**config.mk**
```make
export PLATFORM = sky130hd
export DESIGN_NAME = sram_b_15abits_fifo_ctrl
export DESIGN_NICKNAME = d
export VERILOG_FILES = /design/src/rtl/sram_b_15abits_fifo_ctrl.sv
export SDC_FILE = /design/constraint.sdc
export NUM_CORES = 1
export LEC_CHECK = 0
export BUFFER_PORTS_ARGS = -buffer_cell sky130_fd_sc_hd__buf_2
export CAP_MARGIN = 10
export CORE_ASPECT_RATIO = 1.75
export CORE_MARGIN = 1
export CORE_UTILIZATION = 25
export CTS_CLUSTER_SIZE = 40
export DETAILED_ROUTE_END_ITERATION = 7
export MAX_ROUTING_LAYER = met4
export PLACE_DENSITY_LB_ADDON = 0.1
export SLEW_MARGIN = 0
export SYNTH_ARGS = -nofsm -noshare
export SYNTH_HDL_FRONTEND = slang
export SYNTH_SLANG_ARGS = --single-unit
export TNS_END_PERCENT = 50
```
**constraint.sdc**
```tcl
create_clock -name CLK -period 7.6 [get_ports CLK]
set_input_delay 1.9 -clock CLK [delete_from_list [all_inputs] [get_ports CLK]]
set_output_delay 1.9 -clock CLK [all_outputs]
set_load 0.01 [all_outputs]
```
**src/rtl/sram_b_15abits_fifo_ctrl.sv**
```systemverilog
// sram_b_15abits_fifo_ctrl: circular FIFO controller driving a 32768x8 1W/1R SRAM with a 2-entry output buffer
module sram_b_15abits_fifo_ctrl #(
    parameter logic [15:0] AF_THRESH = 16'd32760,
    parameter logic [15:0] AE_THRESH = 16'd8
) (
    input  logic        CLK,
    input  logic        RST,
    input  logic        IN_VALID,
    output logic        IN_READY,
    input  logic [7:0]  IN_DATA,
    output logic        OUT_VALID,
    input  logic        OUT_READY,
    output logic [7:0]  OUT_DATA,
    output logic [15:0] COUNT,
    output logic        FULL,
    output logic        EMPTY,
    output logic        ALMOST_FULL,
    output logic        ALMOST_EMPTY,
    output logic        CE0,
    output logic        WE0,
    output logic [14:0] A0,
    output logic [7:0]  D0,
    output logic [7:0]  WEM0,
    output logic        CE1,
    output logic [14:0] A1,
    input  logic [7:0]  Q1
);
    logic [14:0] wptr_q, wptr_d, rptr_q, rptr_d;
    logic [15:0] mem_cnt_q, mem_cnt_d, count_q, count_d;
    logic        inflight_q, inflight_d;
    logic [1:0]  buf_cnt_q, buf_cnt_d, occ;
    logic [7:0]  buf0_q, buf0_d, buf1_q, buf1_d;
    logic        full_q, full_d, empty_q, empty_d, af_q, af_d, ae_q, ae_d;
    logic        push, pop, rd;

    // Handshakes, SRAM port drive and read issue; occupancy counts a same-cycle pop so reads sustain 1 word/cycle
    always_comb begin
        IN_READY     = !full_q && !RST;
        OUT_VALID    = (buf_cnt_q != 2'd0) && !RST;
        OUT_DATA     = buf0_q;
        push         = IN_VALID && IN_READY;
        pop          = OUT_VALID && OUT_READY;
        occ          = buf_cnt_q - {1'b0, pop} + {1'b0, inflight_q};
        rd           = !RST && (mem_cnt_q != 16'd0) && (occ < 2'd2);
        CE0          = push;
        WE0          = push;
        WEM0         = push ? 8'hFF : 8'h00;
        A0           = push ? wptr_q : 15'd0;
        D0           = push ? IN_DATA : 8'h00;
        CE1          = rd;
        A1           = rd ? rptr_q : 15'd0;
        COUNT        = count_q;
        FULL         = full_q && !RST;
        EMPTY        = empty_q || RST;
        ALMOST_FULL  = af_q && !RST;
        ALMOST_EMPTY = ae_q || RST;
    end

    // Next-state: pointers, counters, output buffer (pop shifts, read data lands behind the remaining entry)
    always_comb begin
        wptr_d     = wptr_q + 15'(push);
        rptr_d     = rptr_q + 15'(rd);
        mem_cnt_d  = mem_cnt_q + 16'(push) - 16'(rd);
        count_d    = count_q + 16'(push) - 16'(pop);
        inflight_d = rd;
        buf0_d     = pop ? buf1_q : buf0_q;
        buf1_d     = buf1_q;
        buf_cnt_d  = buf_cnt_q - {1'b0, pop};
        if (inflight_q) begin
            if (buf_cnt_d == 2'd0) buf0_d = Q1;
            else buf1_d = Q1;
            buf_cnt_d = buf_cnt_d + 2'd1;
        end
        full_d     = count_d == 16'h8000;
        empty_d    = count_d == 16'd0;
        af_d       = count_d >= AF_THRESH;
        ae_d       = count_d <= AE_THRESH;
    end

    // State registers with synchronous reset that also drops any in-flight read
    always_ff @(posedge CLK) begin
        if (RST) begin
            wptr_q     <= 15'd0;
            rptr_q     <= 15'd0;
            mem_cnt_q  <= 16'd0;
            count_q    <= 16'd0;
            inflight_q <= 1'b0;
            buf_cnt_q  <= 2'd0;
            buf0_q     <= 8'h00;
            buf1_q     <= 8'h00;
            full_q     <= 1'b0;
            empty_q    <= 1'b1;
            af_q       <= 1'b0;
            ae_q       <= 1'b1;
        end else begin
            wptr_q     <= wptr_d;
            rptr_q     <= rptr_d;
            mem_cnt_q  <= mem_cnt_d;
            count_q    <= count_d;
            inflight_q <= inflight_d;
            buf_cnt_q  <= buf_cnt_d;
            buf0_q     <= buf0_d;
            buf1_q     <= buf1_d;
            full_q     <= full_d;
            empty_q    <= empty_d;
            af_q       <= af_d;
            ae_q       <= ae_d;
        end
    end
endmodule

```
== After elaboration in Yosys (flattened, before gate mapping) ==
Cells that the tools add are included.
Widths: inputs -> output; s select.

* Register bits: 85
* Logic and storage cells: 51
* Output and inout port bits: 79

* Eq/ne operators: 1
* Reduce and logical (&&, ||, !) cells: 17
* Mux-type cells: 8
* Bitwise logic cells: 1
* $add $sub $neg: 9
* Magnitude comparators: 3

{| class="wikitable"
|+ Operator list
! cell !! count
|-
| $mux 8 || 5
|-
| $add 16x1->16 || 2
|-
| $sub 16x1->16 || 2
|-
| $add 15x1->15 || 2
|-
| $mux 15 || 2
|-
| $eq 16x16->1 const B || 1
|-
| $ge 16x15->1 const B || 1
|-
| $le 16x4->1 const B || 1
|-
| $logic_not 16->1 || 1
|-
| $reduce_bool 16->1 || 1
|-
| $logic_and 1x1->1 || 8
|-
| $add 2x1->2 || 1
|-
| $add 2x1->2 const B || 1
|-
| $logic_not 1->1 || 2
|-
| $logic_not 2->1 || 1
|-
| $logic_or 1x1->1 || 2
|-
| $lt 2x2->1 const B || 1
|-
| $mux 2 || 1
|-
| $reduce_and 2->1 || 1
|-
| $reduce_bool 2->1 || 1
|-
| $sub 2x1->2 || 1
|-
| $not 1->1 || 1
|}

== Longest topological paths before layout ==
* Depth in word-level cells: 8
* Depth in mapped cells: 22
* Mapped depth without buffers: 21

== Worst setup path after synthesis ==
OpenSTA, ideal clock, no wires.

* Kind: input port to flip-flop
* From: input port RST
* To: register mem_cnt_q[14]
* Data required time: 7477 ps
* Arrival: 6087 ps
* Stages: 22
* Path buffers: 2
* Slack: 1390 ps
* Path through: clkbuf_1 nor2_1 nand2_1 clkinv_1 ha_1 inv_1 ha_1 xnor2_1 nor3_1 clkbuf_1 ha_1 inv_1 ha_1 inv_1 fa_1 nor2b_1 o311a_1 o21ai_1 a21oi_1 o31a_1 a31oi_1 mux2_1

* Cells in the longest elaborated chain, start to end: 8
* Elaborated cells between the ends (all ways): 12

{| class="wikitable"
|+ RTL lines
! item !! line !! text
|-
| start: declaration || 7 || <nowiki>input logic RST,</nowiki>
|-
| $logic_not 1->1 || 39 || <nowiki>OUT_VALID = (buf_cnt_q != 2'd0) && !RST;</nowiki>
|-
| $logic_and 1x1->1 || 39 ||
|-
| named net OUT_VALID || 11 || <nowiki>output logic OUT_VALID,</nowiki>
|-
| $logic_and 1x1->1 || 42 || <nowiki>pop = OUT_VALID && OUT_READY;</nowiki>
|-
| $sub 2x1->2 || 43 || <nowiki>occ = buf_cnt_q - {1'b0, pop} + {1'b0, inflight_q};</nowiki>
|-
| $add 2x1->2 || 43 ||
|-
| $lt 2x2->1 || 44 || <nowiki>rd = !RST && (mem_cnt_q != 16'd0) && (occ < 2'd2);</nowiki>
|-
| $logic_and 1x1->1 || 44 ||
|-
| named net CE1 || 24 || <nowiki>output logic CE1,</nowiki>
|-
| $sub 16x1->16 || 63 || <nowiki>mem_cnt_d = mem_cnt_q + 16'(push) - 16'(rd);</nowiki>
|-
| end signal: assignment || 98 || <nowiki>mem_cnt_q <= mem_cnt_d;</nowiki>
|-
| end: declaration || 29 || <nowiki>logic [15:0] mem_cnt_q, mem_cnt_d, count_q, count_d;</nowiki>
|}

The timed path passes the listed nets, and every way through them passes these cells.
A chain may end at the register's enable or synchronous reset.

== Final worst setup path ==
* From: input port RST
* To: output port A1[0]

* Cells in the longest elaborated chain, start to end: 8
* Elaborated cells between the ends (all ways): 9

{| class="wikitable"
|+ RTL lines
! item !! line !! text
|-
| $logic_not 1->1 * || 39, 44 ||
|-
| $logic_and 1x1->1 || 39 ||
|-
| $logic_and 1x1->1 || 42 ||
|-
| $sub 2x1->2 || 43 ||
|-
| $add 2x1->2 || 43 ||
|-
| $lt 2x2->1 || 44 ||
|-
| $logic_and 1x1->1 * || 44 ||
|-
| $mux 15 * || 51 || <nowiki>A1 = rd ? rptr_q : 15'd0;</nowiki>
|-
| end: declaration || 25 || <nowiki>output logic [14:0] A1,</nowiki>
|}

Every way passes the cells marked *; elsewhere a longest branch is shown, timed or not.

==> results.md <==
* VDD IR max at 0.239 mV
* Hold WC Path Type: flip-flop to flip-flop
* Actual slew at the worst max-slew pin at 983 ps
* PostCTS Resize Cnt at 0
* GP Congestion at 0.786
* Post-synth ARST share at 0%
* First-pass GRT wire length at 22.3 mm
* Routed WL at 13.8 mm
* Die Wd at 111 um
* Final Hold Vio Count at 0
* Multi-input gate area at 3150 um2
* Die height at 193 um
* Synthesized netlist cell count at 637
* Cells after DPL at 950
* Starting Density at 25.6%
* Fmax at 0.164 GHz
* Yosys top cell by area: dfxtp_1
* Top cell type's share of synthesized area at 32.6%
* Leading post-synthesis cells by cell area: dfxtp_1, ha_1, nor2_1, xor2_1, inv_1
* Hold_buf cts at 0
* Ys Warns at 0
* Clock-pin slew on the worst setup and hold paths at 70 ps
* Max incr delay on CP at 410 ps
* Worst path bufs/invs at 5
* Final setup viols at 0
* Violated checks: design-rule violations
* Wirelength per Cell at 14.2 um
* WP data required at 5700 ps
* Vias at 4,572
* Post-Syn Nets at 705
* EDFF count, synth at 0
* Clock Tree Root: clkbuf_16
* Critical Path Fanout Max at 17
* Clock sinks at 85
* Ys flop type: dfxtp_1
* Initial DRC count at 192
* IO Port Bufs at 98
* Die ar. at 21,500 um2
* Leakage at 2.88 nW
* Crit path launch type: input pin
* H-tree levels at 3
* Status: finished, violations left
* Core ar. at 20,400 um2
* Syn avg cell area at 8.19 um2
* DRC Markers at 21
* Synth unique cells at 61
* Final HPWL from detailed placement at 10.5 mm
* Post-place instance area at 5870 um2
* Most frequent cell after synthesis: nor2_1
* Cell area after synthesis at 5220 um2
* Syn-to-layout area delta at 18.1%
* Crit-path most repeated cell: ha_1
* Initial antenna violation count at 0
* Synth cell count leaders: nor2_1, dfxtp_1, inv_1, ha_1, nand2_1
* # IOs at 99
* DRT Pass-1 Iters at 6
* Gr ovfl total at 0
* # diodes at 0
* Site Rows at 69
* CTS Buf Count at 9
* All-Layer GR Usage at 13.6%
* Max-Cap Viols at 0
* Detail Route Antenna Nets at 0
* Vias in the first global route at 4,476
* Sequential cell area fraction in the yosys report at 32.6%
* Largest net degree at the start of global routing at 88
* Post-layout net count at 782
* Seq. cell area at 1700 um2
* Layout fillers at 2,188
* Max Slew Vio Count at 0
* Design area at 6160 um2
* Non-Filler Instances at 967
* Crit. End Element: primary output
* Flops & latches, synth at 85
* Slowest CP cell: ha_1
* Data arrival time of the critical path at 4210 ps
* Layout cells sized above 1 at 17.4%
* Final Util at 30.2%
* CTS tree: done
* Worst slew margin at 34.3%
* Skew final at 14.6 ps
* Setup Buffers After CTS at 0
* Avg Vias per Cell at 4.73
* Post-layout min period at 6110 ps
* Critical path, cell by cell: buf_2 > nor2_1 > nand2_1 > clkinv_1 > ha_1 > inv_1 > ha_1 > xnor2_1 > nor3_1 > buf_4 > ha_1 > buf_2
* Setup TNS at 0 ps
* Tcrit/Tclk final at 80.4%
* Clock tree buffer depth at 2
* Cell area power density at 467 nW/um2
* Critical path type: input pin to primary output
* Unrepaired setup endpoints after global routing: false
* Worst-Skew Late Latency at 350 ps
* Delay-heaviest family, CP: buffers and inverters
## where the power goes
group / switching [mW] / total, mW / leakage, nW / internal, mW
Clock: 0.201 / 0.427 / 0.130 / 0.226
Combinational: 1.07 / 1.80 / 2.05 / 0.729
Sequential: 0.0808 / 0.656 / 0.698 / 0.575
## cells by family (layout without fill, tap and decap cells)
group	Yosys count	in the layout	share of synthesized area (%)
XOR/XNOR	45	45	7.55
adder cells (fa/ha/maj)	48	48	11.8
AND/OR/NAND/NOR	267	267	26.2
AO/OA/AOI/OAI	94	94	12.8
flip-flops	85	85	32.6
multiplexers	11	11	2.16
buffers and inverters	87	169	6.93
## registers in the layout (all words and copies together) (netlist names), 2 cells and up
| name | count |
|---|---|
| wptr_q | 15 |
| buf1_q | 8 |
| mem_cnt_q | 16 |
| buf_cnt_q | 2 |
| OUT_DATA | 8 |
| COUNT | 16 |
| rptr_q | 15 |
## final timing paths
kind / startpoint / endpoint / slack [ps] / cells after the start
hold reg to reg: buf1_q[5] / OUT_DATA[5] / 470 / 2
hold / removal: buf1_q[5] / OUT_DATA[5] / 470 / 2
setup reg to reg: buf_cnt_q[1] / mem_cnt_q[14] / 3080 / 22
setup / recovery: RST / A1[0] / 1490 / 12
## cells in the final DEF (no fill, tap or decap), types with 15 or more instances in the layout
| cell | synthesis | final |
|---|---|---|
| dfxtp_1 | 85 | 85 |
| buf_2 | 1 | 98 |
| xor2_1 | 30 | 30 |
| nand2_1 | 45 | 45 |
| nor2_1 | 87 | 87 |
| ha_1 | 46 | 46 |
| and3_1 | 29 | 29 |
| and2_1 | 23 | 23 |
| nor2b_1 | 17 | 17 |
| a21oi_1 | 18 | 18 |
| xnor2_1 | 15 | 15 |
| inv_1 | 51 | 51 |
## worst register-to-register path, delay by kind of cell (launching register included)
family	cells	cell delay, ps
buf+inv	5	670
fa+ha+maj	5	1220
xor+xnor	1	190
mux	1	330
flops	1	320
simple gates	5	540
compound gates	5	1150
## cell type report
cell class	instances	area share (%)
Multi-Input combinational cell	465	51.2
Sequential cell	85	27.6
Timing Repair Buffer	101	8.33
Tap cell	248	5.04
Clock buffer	9	3.66
Inverter	52	3.17
Clock inverter	7	0.975
## stage by stage
stage | hold slack, ps | total power, mW | setup slack [ps]
after global placement | 462 | 2.47 | 1210
after detailed placement | 468 | 2.47 | 1000
after global routing | 499 | 3.15 | 1140
after floorplan | 454 | 2.00 | 1390
after CTS | 478 | 2.93 | 1350
final | 473 | 2.88 | 1490
## routing by layer
metal	vias to the layer above	GRT usage, %	share of wire [%]
met4	0	5.51	1.9
met1	2134	13.7	41
met3	12	2.19	3.2
li1	2328	-	-
met5	-	-	0
met2	98	26.0	54
Power figures use the tool's default switching activity.
